--- config.mk ---
export PLATFORM = sky130hd
export DESIGN_NAME = hazard_ctrl
export DESIGN_NICKNAME = d
export VERILOG_FILES = /design/src/rtl/hazard_ctrl_pkg.sv /design/src/rtl/hazard_ctrl_sat_counter.sv /design/src/rtl/hazard_ctrl.sv
export SDC_FILE = /design/constraint.sdc
export NUM_CORES = 1
export LEC_CHECK = 0
export BUFFER_PORTS_ARGS = -buffer_cell sky130_fd_sc_hd__buf_2
export CORE_MARGIN = 2
export CORE_UTILIZATION = 53
export CTS_CLUSTER_SIZE = 10
export DETAILED_ROUTE_END_ITERATION = 6
export GPL_TIMING_DRIVEN = 0
export PLACE_DENSITY = 0.82
export SLEW_MARGIN = 20
export SYNTH_ARGS = -nofsm -noshare
export SYNTH_HDL_FRONTEND = slang
export SYNTH_SLANG_ARGS = --single-unit
--- constraint.sdc ---
create_clock -name clk -period 2.7 [get_ports clk]
set_input_delay 0.27 -clock clk [delete_from_list [all_inputs] [get_ports clk]]
set_output_delay 0.27 -clock clk [all_outputs]
set_load 0.005 [all_outputs]
--- src/rtl/hazard_ctrl_pkg.sv ---
// hazard_ctrl_pkg: shared pipeline types for the hazard controller.
`default_nettype none
package hazard_ctrl_pkg;

  localparam int unsigned CNT_W = 32;

  typedef enum logic [1:0] {
    RUN        = 2'd0,
    LU_STALL   = 2'd1,
    FREEZE     = 2'd2,
    FLUSH_PEND = 2'd3
  } hz_state_e;

  // x0 is hard-wired zero, so a load targeting it never creates a dependency.
  function automatic logic load_use_hit(input logic       mem_read,
                                        input logic [4:0] rd,
                                        input logic [4:0] rs1,
                                        input logic [4:0] rs2);
    return mem_read && (rd != 5'd0) && ((rd == rs1) || (rd == rs2));
  endfunction

endpackage
`default_nettype wire

--- src/rtl/hazard_ctrl_sat_counter.sv ---
// sat_counter: up-counter that sticks at all-ones instead of wrapping.
`default_nettype none
module sat_counter #(
  parameter int unsigned WIDTH = 32
) (
  input  logic             clk,
  input  logic             rst_n,
  input  logic             inc_i,
  output logic [WIDTH-1:0] count_o
);

  logic [WIDTH-1:0] count_q;
  logic [WIDTH-1:0] count_d;

  always_comb begin
    count_d = count_q;
    if (inc_i && (count_q != {WIDTH{1'b1}})) begin
      count_d = count_q + WIDTH'(1);
    end
  end

  always_ff @(posedge clk or negedge rst_n) begin
    if (!rst_n) begin
      count_q <= '0;
    end else begin
      count_q <= count_d;
    end
  end

  assign count_o = count_q;

endmodule
`default_nettype wire

--- src/rtl/hazard_ctrl.sv ---
// hazard_ctrl: pipeline stall/flush controller with load-use, memory freeze
// and branch flush handling plus saturating stall/flush event counters.
`default_nettype none
module hazard_ctrl
  import hazard_ctrl_pkg::*;
(
  input  logic             clk,
  input  logic             reset,
  input  logic [4:0]       IF_ID_RS1,
  input  logic [4:0]       IF_ID_RS2,
  input  logic             ID_EX_MemRead,
  input  logic [4:0]       ID_EX_RD,
  input  logic             Branch_Taken,
  input  logic             Mem_Busy,
  output logic             PC_Write,
  output logic             IF_ID_Write,
  output logic             ID_EX_Write,
  output logic             IF_ID_Flush,
  output logic             ID_EX_Flush,
  output logic             EX_MEM_Flush,
  output logic [CNT_W-1:0] Stall_Count,
  output logic [CNT_W-1:0] Flush_Count
);

  hz_state_e state_q;
  hz_state_e state_d;
  logic      lu_hit;
  logic      flush_evt;

  assign lu_hit = load_use_hit(ID_EX_MemRead, ID_EX_RD, IF_ID_RS1, IF_ID_RS2);

  always_ff @(posedge clk or negedge reset) begin
    if (!reset) begin
      state_q <= RUN;
    end else begin
      state_q <= state_d;
    end
  end

  always_comb begin
    state_d = state_q;
    case (state_q)
      RUN, LU_STALL: begin
        if (Mem_Busy) begin
          state_d = Branch_Taken ? FLUSH_PEND : FREEZE;
        end else if (Branch_Taken) begin
          state_d = RUN;
        end else if ((state_q == RUN) && lu_hit) begin
          state_d = LU_STALL;
        end else begin
          state_d = RUN;
        end
      end
      FREEZE: begin
        if (Mem_Busy) begin
          state_d = Branch_Taken ? FLUSH_PEND : FREEZE;
        end else begin
          state_d = RUN;
        end
      end
      FLUSH_PEND: begin
        if (!Mem_Busy) begin
          state_d = RUN;
        end
      end
      default: state_d = RUN;
    endcase
  end

  // A branch that resolves as memory frees up in FREEZE is flushed on the spot.
  always_comb begin
    PC_Write     = 1'b1;
    IF_ID_Write  = 1'b1;
    ID_EX_Write  = 1'b1;
    IF_ID_Flush  = 1'b0;
    ID_EX_Flush  = 1'b0;
    EX_MEM_Flush = 1'b0;
    flush_evt    = 1'b0;
    if (reset) begin
      if (Mem_Busy) begin
        PC_Write    = 1'b0;
        IF_ID_Write = 1'b0;
        ID_EX_Write = 1'b0;
      end else if (Branch_Taken || (state_q == FLUSH_PEND)) begin
        IF_ID_Flush  = 1'b1;
        ID_EX_Flush  = 1'b1;
        EX_MEM_Flush = 1'b1;
        flush_evt    = 1'b1;
      end else if ((state_q == RUN) && lu_hit) begin
        PC_Write    = 1'b0;
        IF_ID_Write = 1'b0;
        ID_EX_Flush = 1'b1;
      end
    end
  end

  sat_counter #(.WIDTH(CNT_W)) u_stall_cnt (
    .clk     (clk),
    .rst_n   (reset),
    .inc_i   (~PC_Write),
    .count_o (Stall_Count)
  );

  sat_counter #(.WIDTH(CNT_W)) u_flush_cnt (
    .clk     (clk),
    .rst_n   (reset),
    .inc_i   (flush_evt),
    .count_o (Flush_Count)
  );

endmodule
`default_nettype wire

After elaboration in Yosys (flattened, before gate mapping)
Index checks and enable logic that the tools add are counted.

Latch bits: 0. Flip-flop bits (word level): 66. Input port bits: 20. Bits in read-only memories: 0. Bits in writable memories: 0. Output and inout port bits: 70. Logic and storage cells: 44. Memories: 0.

Div/mod/pow operators: 0. Reduce and logical (&&, ||, !) cells: 10. $lt $le $gt $ge: 0. Eq/ne operators: 8. Shifts and indexed selects: 0. Bitwise operators: 1. Multiplexer cells: 20. Add/subtract/negate cells: 2. Multipliers: 0.

Operators with widths (count): $add A32 B1 Y32 const B (2); $ne A32 B32 Y1 const B (2); $mux W1 (16); $eq A5 B5 Y1 (2); $mux W2 (3); $pmux W2 S3 (1); $logic_and A1 B1 Y1 (5); $reduce_bool A5 Y1 (1); $eq A2 B2 Y1 const B (2); $eq A2 B1 Y1 const B (1); $logic_not A2 Y1 (1); $logic_or A1 B1 Y1 (2); $ne A2 B2 Y1 const B (1); $reduce_or A2 Y1 (1); $not A1 Y1 (1).

Longest topological paths before layout
Gate-level depths: netlist (run 1).

Depth in word-level cells: 10. Depth in mapped cells: 8.

Cells and area by module
Synthesis (run 1) repeated with hierarchy kept, for this count alone.

Cell total of the unflattened synthesis: 337. Area total of the unflattened synthesis: 3528.4 um2.

By module, submodules not included: sat_counter (area each 1624.1 um2, cells an instance 151, times used 2); hazard_ctrl (area each 280.3 um2, cells an instance 35, times used 1).

Worst setup path after synthesis (run 1)
OpenSTA, ideal clock, no wires.

Path kind: reg-to-reg. Start: register u_stall_cnt.count_q[6] (netlist: u_stall_cnt.count_o[6]). End: register u_stall_cnt.count_q[1] (netlist: u_stall_cnt.count_o[1]). Path buffers: 2. Data arrival time: 2.028 ns. Setup slack: 0.544 ns. Stages on the path, launching flop included: 9. Required time: 2.573 ns. Path through: dfrtp_1 > nand4_2 > or4_1 > buf_4 > nor3_4 > nand2_2 > buf_6 > nand2_4 > mux2_1.

Longest elaborated chain between the ends: 2.

RTL lines: start, declared (RTL line hazard_ctrl_sat_counter.sv:12) `logic [WIDTH-1:0] count_q;`; start signal, assigned (RTL line hazard_ctrl_sat_counter.sv:26) `count_q <= count_d;`; $ne A32 B32 Y1 (RTL line hazard_ctrl_sat_counter.sv:17) `if (inc_i && (count_q != {WIDTH{1'b1}})) begin`; $logic_and A1 B1 Y1 (RTL line hazard_ctrl_sat_counter.sv:17).

Every way passes these cells. A chain may end at the register's enable or synchronous reset.

Final worst setup path (run 1)
Same ends and word-level chain as after synthesis.

==> run summary, run 1 <==
outcome: complete, no violations
P&R area growth vs syn: 24.36%
CTS sink count: 66
setup TNS: 0 ns
Layout Skew: 0.01214 ns
Ant. Diodes: 0
Final Hold Vio Count: 0
final worst slack: 0.3386 ns
element type at the critical path end: flop
Crit path max-delay family: simple AND/OR/NAND/NOR gates
DR vias/cell: 5.635
vias post-DR: 2885
post-cts resize count: 0
I/O pin count: 90
crit path from: u_stall_cnt.count_o[6]
Yosys Warn Count: 0
sw frac: 26.58%
mapped cell area: 3400 um2
CP arrival: 2.58 ns
post-route minimum period: 2.361 ns
Max-Slew Margin vs Limit: 55.80%
DP Worst Slack: 0.1329 ns
Syn Inst Count: 327
Worst-Skew Late Latency: 0.34 ns
Max Cap Violations: 0
f_max: 423.5 MHz
starting density of the core: 54.16%
total wire length: 7.872 mm
Max VDD drop: 0.0004437 V
GRT Total Usage: 23.95%
RSZ-0062 raised after global routing: false
CTS tree: built
Placer Congestion: 0.8082
Clock Power Share: 38.0%
vias in the first global route: 2812
num rows: 29
Bufs and invs on worst path: 2
FFs w/ async S/R, synth: 100.0%
DIE AREA: 7071 um2
TritonRoute pass-1 iters: 4
Critical Path RT: 2.92 ns
CTS root buffer: clkbuf_8
Syn Nets: 349
Syn Area/Cell: 10.40 um2
Pwr per Cell Area: 573.2 nW/um2
Worst Tran Pin Value: 0.6608 ns
period utilization: 87.46%
worst-path cell chain: nand4_2, or4_1, buf_4, nor3_4, nand2_2, buf_6, nand2_4, mux2_1
Comb power frac: 13.9%
r2r setup slk: 0.34 ns
max incr delay on CP: 0.50 ns
DR iter-0 viols: 133
Port-buffer cells: 89
Lkg Pwr: 2.116 nW
DP Wirelength: 5.616 mm
Worst-path clk slew: 0.07 ns
overflow left after global routing: 0
Die Ht: 84.09 um
synth unique cells: 37
Post-synth EDFFs: 0
Switch Pwr: 644.2 uW
core area: 6277 um2
share of layout cells above drive strength 1: 28.74%
R2R depth: 8
width of the die: 84.09 um
post-DR wirelength/cell: 15.38 um
Primary FF master, synth: dfrtp_1
initial antenna violation count: 0
type of the tightest min-delay check: primary input to asynchronous set/reset pin
first-pass GRT wire length: 13.43 mm
clock buffer depth: 2
R2R Path End: u_stall_cnt.count_o[1]
Max Slew Vio Count: 0
final-report setup violation count: 0
Internal: 1.779 mW
nets: 452
drc violations: 0
flops & latches, synth: 66
worst-path fanout max: 10
cts bufs inserted: 9
critical path class: flop to flop
largest net degree at the start of global routing: 53
crit path launch type: flop
register area share after synthesis: 48.58%
CTS H-tree lvls: 3
Overall Power: 2.423 mW
RR Startpoint: u_stall_cnt.count_o[6]
CP max stage cell: or4_1
sequential share of power: 48.1%
ANT nets after route: 0
-- cells in the final DEF, fill, tap and decap left out, drive strengths merged, types with 3 or more instances in the layout --
master	instances
nand2	26
and3	18
mux2	3
nor4	7
nor2	18
buf	99
clkbuf	14
dfrtp	66
and2	5
xor2	22
nor3	15
nand3	29
nand4	28
and4	8
xnor2	50
inv	8
-- sequential cells by signal (all words and copies together) (netlist names) --
name and cells:
u_flush_cnt.count_o 32, state_q 2, u_stall_cnt.count_o 32
-- metrics by stage --
step | hold WS, ns | utilization [%] | instance area [um2] | instances
global route | 0.05075 | 67.35 | 4228 | 512
finish | 0.03107 | 67.35 | 4228 | 512
detailed placement | 0.1518 | 63.26 | 3971 | 494
CTS | 0.03959 | 67.35 | 4228 | 512
floorplan | -0.02559 | - | 3400 | 327
global placement | 0.4723 | 62.79 | 3941 | 493
-- timing repair --
item	CTS	global route
setup endpoints to repair	0	0
endpoints found under the hold margin	14	0
buffers inserted	0	0
hold buffers	2	0
-- how the worst max path moves through the flow --
stage                              end  slack, ns  cells past startpoint
6_report        u_stall_cnt.count_o[1]       0.34                      8
3_5_place_dp   u_flush_cnt.count_o[13]       0.13                      8
4_1_cts         u_stall_cnt.count_o[1]       0.34                      8
2_1_floorplan   u_stall_cnt.count_o[1]       0.54                      8
3_3_place_gp   u_flush_cnt.count_o[13]      -0.56                      7
5_1_grt         u_stall_cnt.count_o[1]       0.19                      8
-- metal layers --
layer / global-route usage [%] / routed length, um
met4: 12.02 / 165
met1: 33.51 / 3456
met3: 5.935 / 516
met2: 34.63 / 3733
met5: 0 / 0
-- synthesized netlist by cell type, types with 3 or more instances --
master   instances  area (um2)
nand3_1         29       145.1
and4_1           8       70.07
and2_1           4       25.02
nand2_1         24       90.09
nor4_1           6       37.54
nor2_1          18       67.56
inv_1            8       30.03
nand4_1         27       168.9
xnor2_1         50       437.9
xor2_1          22       192.7
nor3_1          14       70.07
and3_1          18       112.6
dfrtp_1         66        1652
buf_4            3       22.52
buf_2            4       20.02
-- power by group through the flow --
| stage | sequential (mW) | clock, mW | combinational [mW] |
|---|---|---|---|
| after floorplan | 1.18 | 0 | 0.162 |
| after global placement | 1.18 | 0 | 0.319 |
| after detailed placement | 1.18 | 0 | 0.331 |
| after CTS | 1.17 | 0.933 | 0.340 |
| after global routing | 1.18 | 0.981 | 0.382 |
| final | 1.17 | 0.921 | 0.336 |
-- worst min-delay path: cells and delay by family --
family | cells | cell delay [ns]
buffers and inverters | 3 | 0.48
-- cells by family (layout without fill, tap and decap cells) --
kind of cell    after synthesis  in the layout  share of synthesized area [%]
buf+inv                      19            127                          2.834
fa+ha+maj                     2              2                         0.7360
xor+xnor                     72             72                          18.55
compound gates                5              5                          1.730
mux                           3              3                         0.9937
simple gates                160            160                          26.57
flops                        66             66                          48.58
-- area by class of cell --
cell class              count  area [um2]
fillers                   482        2049
flip-flops and latches     66        1652
multi-input cells         242        1652
repair buffers             92       513.0
clock buffers              11       141.4
well taps                  77       96.34
clock inverters             5       77.57
plain buffers              11       66.31
inverters                   8       30.03
(Power assumes the default switching activity.)
==> run 2: changes to the inputs <==
--- a/config.mk
+++ b/config.mk
@@ -6,9 +6,10 @@
 export NUM_CORES = 1
 export LEC_CHECK = 0
 export BUFFER_PORTS_ARGS = -buffer_cell sky130_fd_sc_hd__buf_2
+export CORE_ASPECT_RATIO = 2
 export CORE_MARGIN = 2
 export CORE_UTILIZATION = 53
-export CTS_CLUSTER_SIZE = 10
+export CTS_CLUSTER_SIZE = 8
 export DETAILED_ROUTE_END_ITERATION = 6
 export GPL_TIMING_DRIVEN = 0
 export PLACE_DENSITY = 0.82
==> run 2 against run 1 <==
Clock skew fell by 0.0059 ns. Worst setup slack got worse by 0.13 ns. Routed wire length rose by 3.8%. Critical path depth did not move. Via count fell by 0.14%.
==> run summary, run 2 (synthesis gave the netlist of run 1 again) <==
DR vias/cell: 5.530
Ant. Diodes: 0
Lkg Pwr: 2.143 nW
Final Cell Area: 4309 um2
Bufs and invs on worst path: 7
GRT Total Usage: 24.94%
CTS sink count: 66
P&R area growth vs syn: 26.76%
CTS H-tree lvls: 3
R2R Path End: u_stall_cnt.count_o[1]
CP arrival: 2.22 ns
max incr delay on CP: 0.54 ns
crit path from: reset
overflow left after global routing: 0
most common cell after layout, fill and taps aside: buf_2
width of the die: 60.63 um
vias post-DR: 2881
num rows: 41
starting density of the core: 54.32%
DR iter-0 viols: 229
Die Ht: 117.3 um
type of the tightest min-delay check: primary input to flop
worst-path fanout max: 10
core area: 6259 um2
Placer Congestion: 0.9031
post-DR wirelength/cell: 15.69 um
nets: 452
DIE AREA: 7109 um2
commonest non-fill, non-tap cells in the layout: buf_2, dfrtp_1, xnor2_1
share of layout cells above drive strength 1: 28.51%
worst-path cell chain: dlygate4sd3_1, buf_4, inv_1, o41ai_4, buf_2, inv_1, buf_4, buf_2
DP Area: 3983 um2
I/O pin count: 90
element type at the critical path end: output pin
DP Wirelength: 6.094 mm
TritonRoute pass-1 iters: 4
RSZ-0062 raised after global routing: false
Pwr per Cell Area: 621.8 nW/um2
cts bufs inserted: 9
Crit path max-delay family: buffers and inverters
Critical Path RT: 2.43 ns
vias in the first global route: 2915
r2r setup slk: 0.28 ns
Worst-path clk slew: 0.05 ns
CTS tree: built
drc violations: 0
Final Hold Vio Count: 0
Max Slew Vio Count: 0
setup TNS: 0 ns
R2R depth: 8
first-pass GRT wire length: 13.10 mm
CP max stage cell: o41ai_4
period utilization: 92.28%
Worst-Skew Late Latency: 0.32 ns
crit path to: PC_Write
Max VDD drop: 0.0005662 V
crit path launch type: primary input
post-route minimum period: 2.491 ns
initial antenna violation count: 0
Max Cap Violations: 0
Max-Slew Margin vs Limit: 44.41%
outcome: complete, no violations
post-cts resize count: 0
Worst Tran Pin Value: 0.8311 ns
largest net degree at the start of global routing: 49
clock buffer depth: 2
Port-buffer cells: 89
CP Depth: 8
RR Startpoint: u_stall_cnt.count_o[6]
final-report setup violation count: 0
Layout Skew: 0.006271 ns
CTS root buffer: clkbuf_16
total wire length: 8.175 mm
critical path class: primary input to output pin
f_max: 401.4 MHz
ANT nets after route: 0
==> run 2: cell count changes in the layout (fill, tap and decap cells not counted) <==
cell and change:
bufinv_16 -1, buf_16 -1, clkinv_2 -1, clkinvlp_4 +1, dlygate4sd3_1 +1, clkbuf_16 +9
clkbuf_8 -8
==> run 2: metal layers <==
| layer | GRT usage (%) | up-vias | part of all wire (%) |
|---|---|---|---|
| li1 | - | 1354 | - |
| met4 | 12.46 | 0 | 3.9 |
| met2 | 46.38 | 104 | 57 |
| met1 | 24.11 | 1397 | 34 |
| met3 | 6.264 | 26 | 5.0 |
| met5 | 0 | - | 0 |
==> run 2: worst min-delay path by stage <==
| stage | from | endpoint | slack, ns | depth (start not counted) |
|---|---|---|---|---|
| after floorplan | reset | state_q[0] | -0.03 | 0 |
| after global placement | u_stall_cnt.count_o[20] | u_stall_cnt.count_o[20] | 0.47 | 1 |
| after detailed placement | reset | u_flush_cnt.count_o[6] | 0.18 | 1 |
| after CTS | Mem_Busy | state_q[1] | 0.18 | 2 |
| after global routing | Mem_Busy | state_q[1] | 0.19 | 2 |
| final | Mem_Busy | state_q[1] | 0.19 | 2 |
==> run 2: repair_timing <==
action | in CTS | in global routing
hold buffers | 2 | 0
setup buffers | 0 | 0
hold endpoints to repair | 18 | 0
endpoints found under the setup margin | 0 | 0
==> run 2: area by class of cell <==
type	instances	area (um2)
Timing Repair Buffer	92	495.5
Clock buffer	12	256.5
Tap cell	86	107.6
Multi-Input combinational cell	242	1652
Inverter	8	30.03
Sequential cell	66	1652
Fill cell	499	1949
Clock inverter	4	50.05
Buffer	11	66.31
==> run 2: stage by stage <==
stage	worst slack [ns]	utilization [%]	total power, mW	hold WS [ns]	std cells
6_report	0.2086	68.85	2.679	0.1928	521
2_1_floorplan	0.5444	-	1.339	-0.02559	327
3_3_place_gp	-0.4993	63.15	1.502	0.4712	502
5_1_grt	0.06109	68.85	2.815	0.1928	521
4_1_cts	0.1981	68.85	2.713	0.1848	521
3_5_place_dp	0.2784	63.63	1.524	0.1818	503
==> run 2: power by group <==
group / total (mW) / switching, mW / internal [mW] / leakage [nW]
Sequential: 1.17 / 0.101 / 1.07 / 0.891
Combinational: 0.342 / 0.174 / 0.168 / 1.11
Clock: 1.16 / 0.402 / 0.763 / 0.145
Total: 2.68 / 0.678 / 2.00 / 2.14
==> run 3: changes to the inputs <==
--- a/config.mk
+++ b/config.mk
@@ -13,7 +13,9 @@
 export DETAILED_ROUTE_END_ITERATION = 6
 export GPL_TIMING_DRIVEN = 0
 export PLACE_DENSITY = 0.82
+export SETUP_SLACK_MARGIN = 0.5
 export SLEW_MARGIN = 20
 export SYNTH_ARGS = -nofsm -noshare
 export SYNTH_HDL_FRONTEND = slang
+export SYNTH_HIERARCHICAL = 1
 export SYNTH_SLANG_ARGS = --single-unit
==> run 3 against run 2 <==
Count of clock-buffer cells in the layout increased by 1. Power increased by 0.69%. Global-route usage decreased by 0.43 points. First-iteration DRC count decreased by 16%. Sequential power about the same. Critical path type is now primary input to flop.
==> run summary, run 3 <==
Syn Area/Cell: 10.47 um2
cts bufs inserted: 9
initial antenna violation count: 0
cells taking the most area after synthesis: dfrtp_1, xnor2_1, nand4_1, xor2_1, nand3_1
period utilization: 81.33%
WL met2: 4.216 mm
register area: 1652 um2
commonest non-fill, non-tap cells in the layout: buf_2, dfrtp_1, xnor2_1
post-DR wirelength/cell: 15.91 um
Worst Tran Pin Value: 0.5086 ns
vias in the first global route: 2965
max incr delay on CP: 0.43 ns
f_max: 455.4 MHz
Worst-Skew Late Latency: 0.33 ns
CTS H-tree lvls: 3
Max VDD drop: 0.0006624 V
Critical Path RT: 2.95 ns
num rows: 42
crit path launch type: primary input
FFs w/ async S/R, synth: 100.0%
Primary FF master, synth: dfrtp_1
crit path from: ID_EX_RD[1]
Port-buffer cells: 89
core area: 6516 um2
outcome: complete, no violations
starting density of the core: 54.15%
DR vias/cell: 5.741
critical path class: primary input to flop
largest net degree at the start of global routing: 34
FILL cells: 519
R2R depth: 9
Yosys Warn Count: 6
clock buffer depth: 2
top layer in use: met4
DR iter-0 viols: 193
total wire length: 8.657 mm
Placer Congestion: 0.8005
mapped cell area: 3528 um2
CTS sink count: 66
met1 wire length: 3.728 mm
most repeated library cell on the critical path: xor2_1
CP arrival: 2.45 ns
Max Slew Vio Count: 0
Post-synth EDFFs: 0
CTS root buffer: clkbuf_16
post-route minimum period: 2.196 ns
Synth top area share: 46.81%
final-report setup violation count: 0
share of layout cells above drive strength 1: 33.55%
CP Depth: 11
crit path to: u_stall_cnt/count_o[29]
flops & latches, synth: 66
most common cell after layout, fill and taps aside: buf_2
top-count cell post-synth: dfrtp_1
RR Startpoint: state_q[1]
Syn Nets: 359
DIE AREA: 7366 um2
Synth top cells by count: dfrtp_1, xnor2_1, nand2_1
worst-path fanout max: 7
ANT nets after route: 0
overflow left after global routing: 0
I/O pin count: 90
CP max stage cell: o41ai_4
Lkg Pwr: 2.178 nW
DP Wirelength: 5.875 mm
width of the die: 61.70 um
Bufs and invs on worst path: 2
TritonRoute pass-1 iters: 6
Crit path max-delay family: simple AND/OR/NAND/NOR gates
element type at the critical path end: flop
Pwr per Cell Area: 581.4 nW/um2
Ant. Diodes: 0
Syn Inst Count: 337
Die Ht: 119.4 um
Max Cap Violations: 0
register area share after synthesis: 46.81%
synth unique cells: 40
r2r setup slk: 0.51 ns
worst hold margin: 0.1918 ns
vias post-DR: 3123
Layout Skew: 0.006693 ns
Max-Slew Margin vs Limit: 65.97%
Final Hold Vio Count: 0
RSZ-0062 raised after global routing: true
Multi-input gate area: 1896 um2
nets: 473
R2R Path End: u_stall_cnt/count_o[29]
Yosys top cell by area: dfrtp_1
Overall Power: 2.698 mW
worst-path cell chain: buf_2, xor2_1, nor3_2, a22oi_2, o41ai_4, and3_4, nor2b_4, buf_6, nand4_1, nor4_2, xor2_1
Worst-path clk slew: 0.05 ns
drc violations: 0
first-pass GRT wire length: 13.71 mm
CTS tree: built
DR WL met3: 585 um
P&R area growth vs syn: 31.52%
type of the tightest min-delay check: primary input to flop
GRT Total Usage: 24.51%
## run 3: cells by family (layout without fill, tap and decap cells)
group                    Yosys count  in the layout  synth area share (%)
adder cells (fa/ha/maj)            2              2                0.7091
AND/OR/NAND/NOR                  167            167                 27.84
multiplexers                       4              4                 1.277
AO/OA/AOI/OAI                     19             19                 4.681
XOR/XNOR                          68             68                 16.88
buffers and inverters             11            130                 1.808
flip-flops                        66             66                 46.81
## run 3: how the worst min path moves through the flow
stage	from	endpoint	slack, ns	cells past startpoint
5_1_grt	Mem_Busy	state_q[1]	0.18	2
3_5_place_dp	reset	u_stall_cnt/count_o[20]	0.25	1
2_1_floorplan	reset	state_q[0]	-0.03	0
3_3_place_gp	u_flush_cnt/count_o[31]	u_flush_cnt/count_o[31]	0.48	1
6_report	Mem_Busy	state_q[1]	0.19	2
4_1_cts	Mem_Busy	state_q[1]	0.18	2
## run 3: final cells by class
cell class / instances / share of cell area, %
Inverter: 4 / 0.3235
Buffer: 7 / 1.240
Timing Repair Buffer: 103 / 13.59
Sequential cell: 66 / 35.59
Clock buffer: 13 / 5.177
Tap cell: 88 / 2.373
Multi-Input combinational cell: 260 / 40.85
Clock inverter: 3 / 0.8628
## run 3: power breakdown
| group | leakage, nW | internal [mW] | switching [mW] |
|---|---|---|---|
| Sequential | 0.900 | 1.07 | 0.127 |
| Combinational | 1.14 | 0.197 | 0.190 |
| Clock | 0.138 | 0.712 | 0.397 |
| Total | 2.18 | 1.98 | 0.714 |
## run 3: routing by layer
metal	global-route usage (%)	vias to the layer above
li1	-	1457
met1	33.60	1525
met2	36.97	129
met3	5.972	12
met4	9.043	0
met5	0	-
## run 3: worst reg2reg max path: stages (launching register included)
cell and delay (ns):
dfrtp_1 0.40, nor2_1 0.11, o211ai_2 0.15, o41ai_4 0.33, and3_4 0.26, nor2b_4 0.15, buf_6 0.13, nand4_1 0.11
nor4_2 0.32, xor2_1 0.16
## run 3: per-stage QoR
stage               instance area (um2)  utilization (%)  setup WS, ns  instances  setup TNS (ns)
finish                             4641            71.22        0.5040        544               0
global placement                   4104            62.98       -0.7724        514          -28.01
detailed placement                 4126            63.33       -0.1628        515          -1.301
floorplan                          3548                -        0.4209        337               0
global route                       4641            71.22        0.3514        544               0
CTS                                4521            69.37        0.5220        538               0
## run 3: what timing repair did
item / CTS / global route
setup buffers: 2 / 6
hold buffers: 5 / 0
endpoints found under the hold margin: 33 / 0
resized for setup: 5 / 18
endpoints found under the setup margin: 39 / 41
pin swaps: 1 / 12
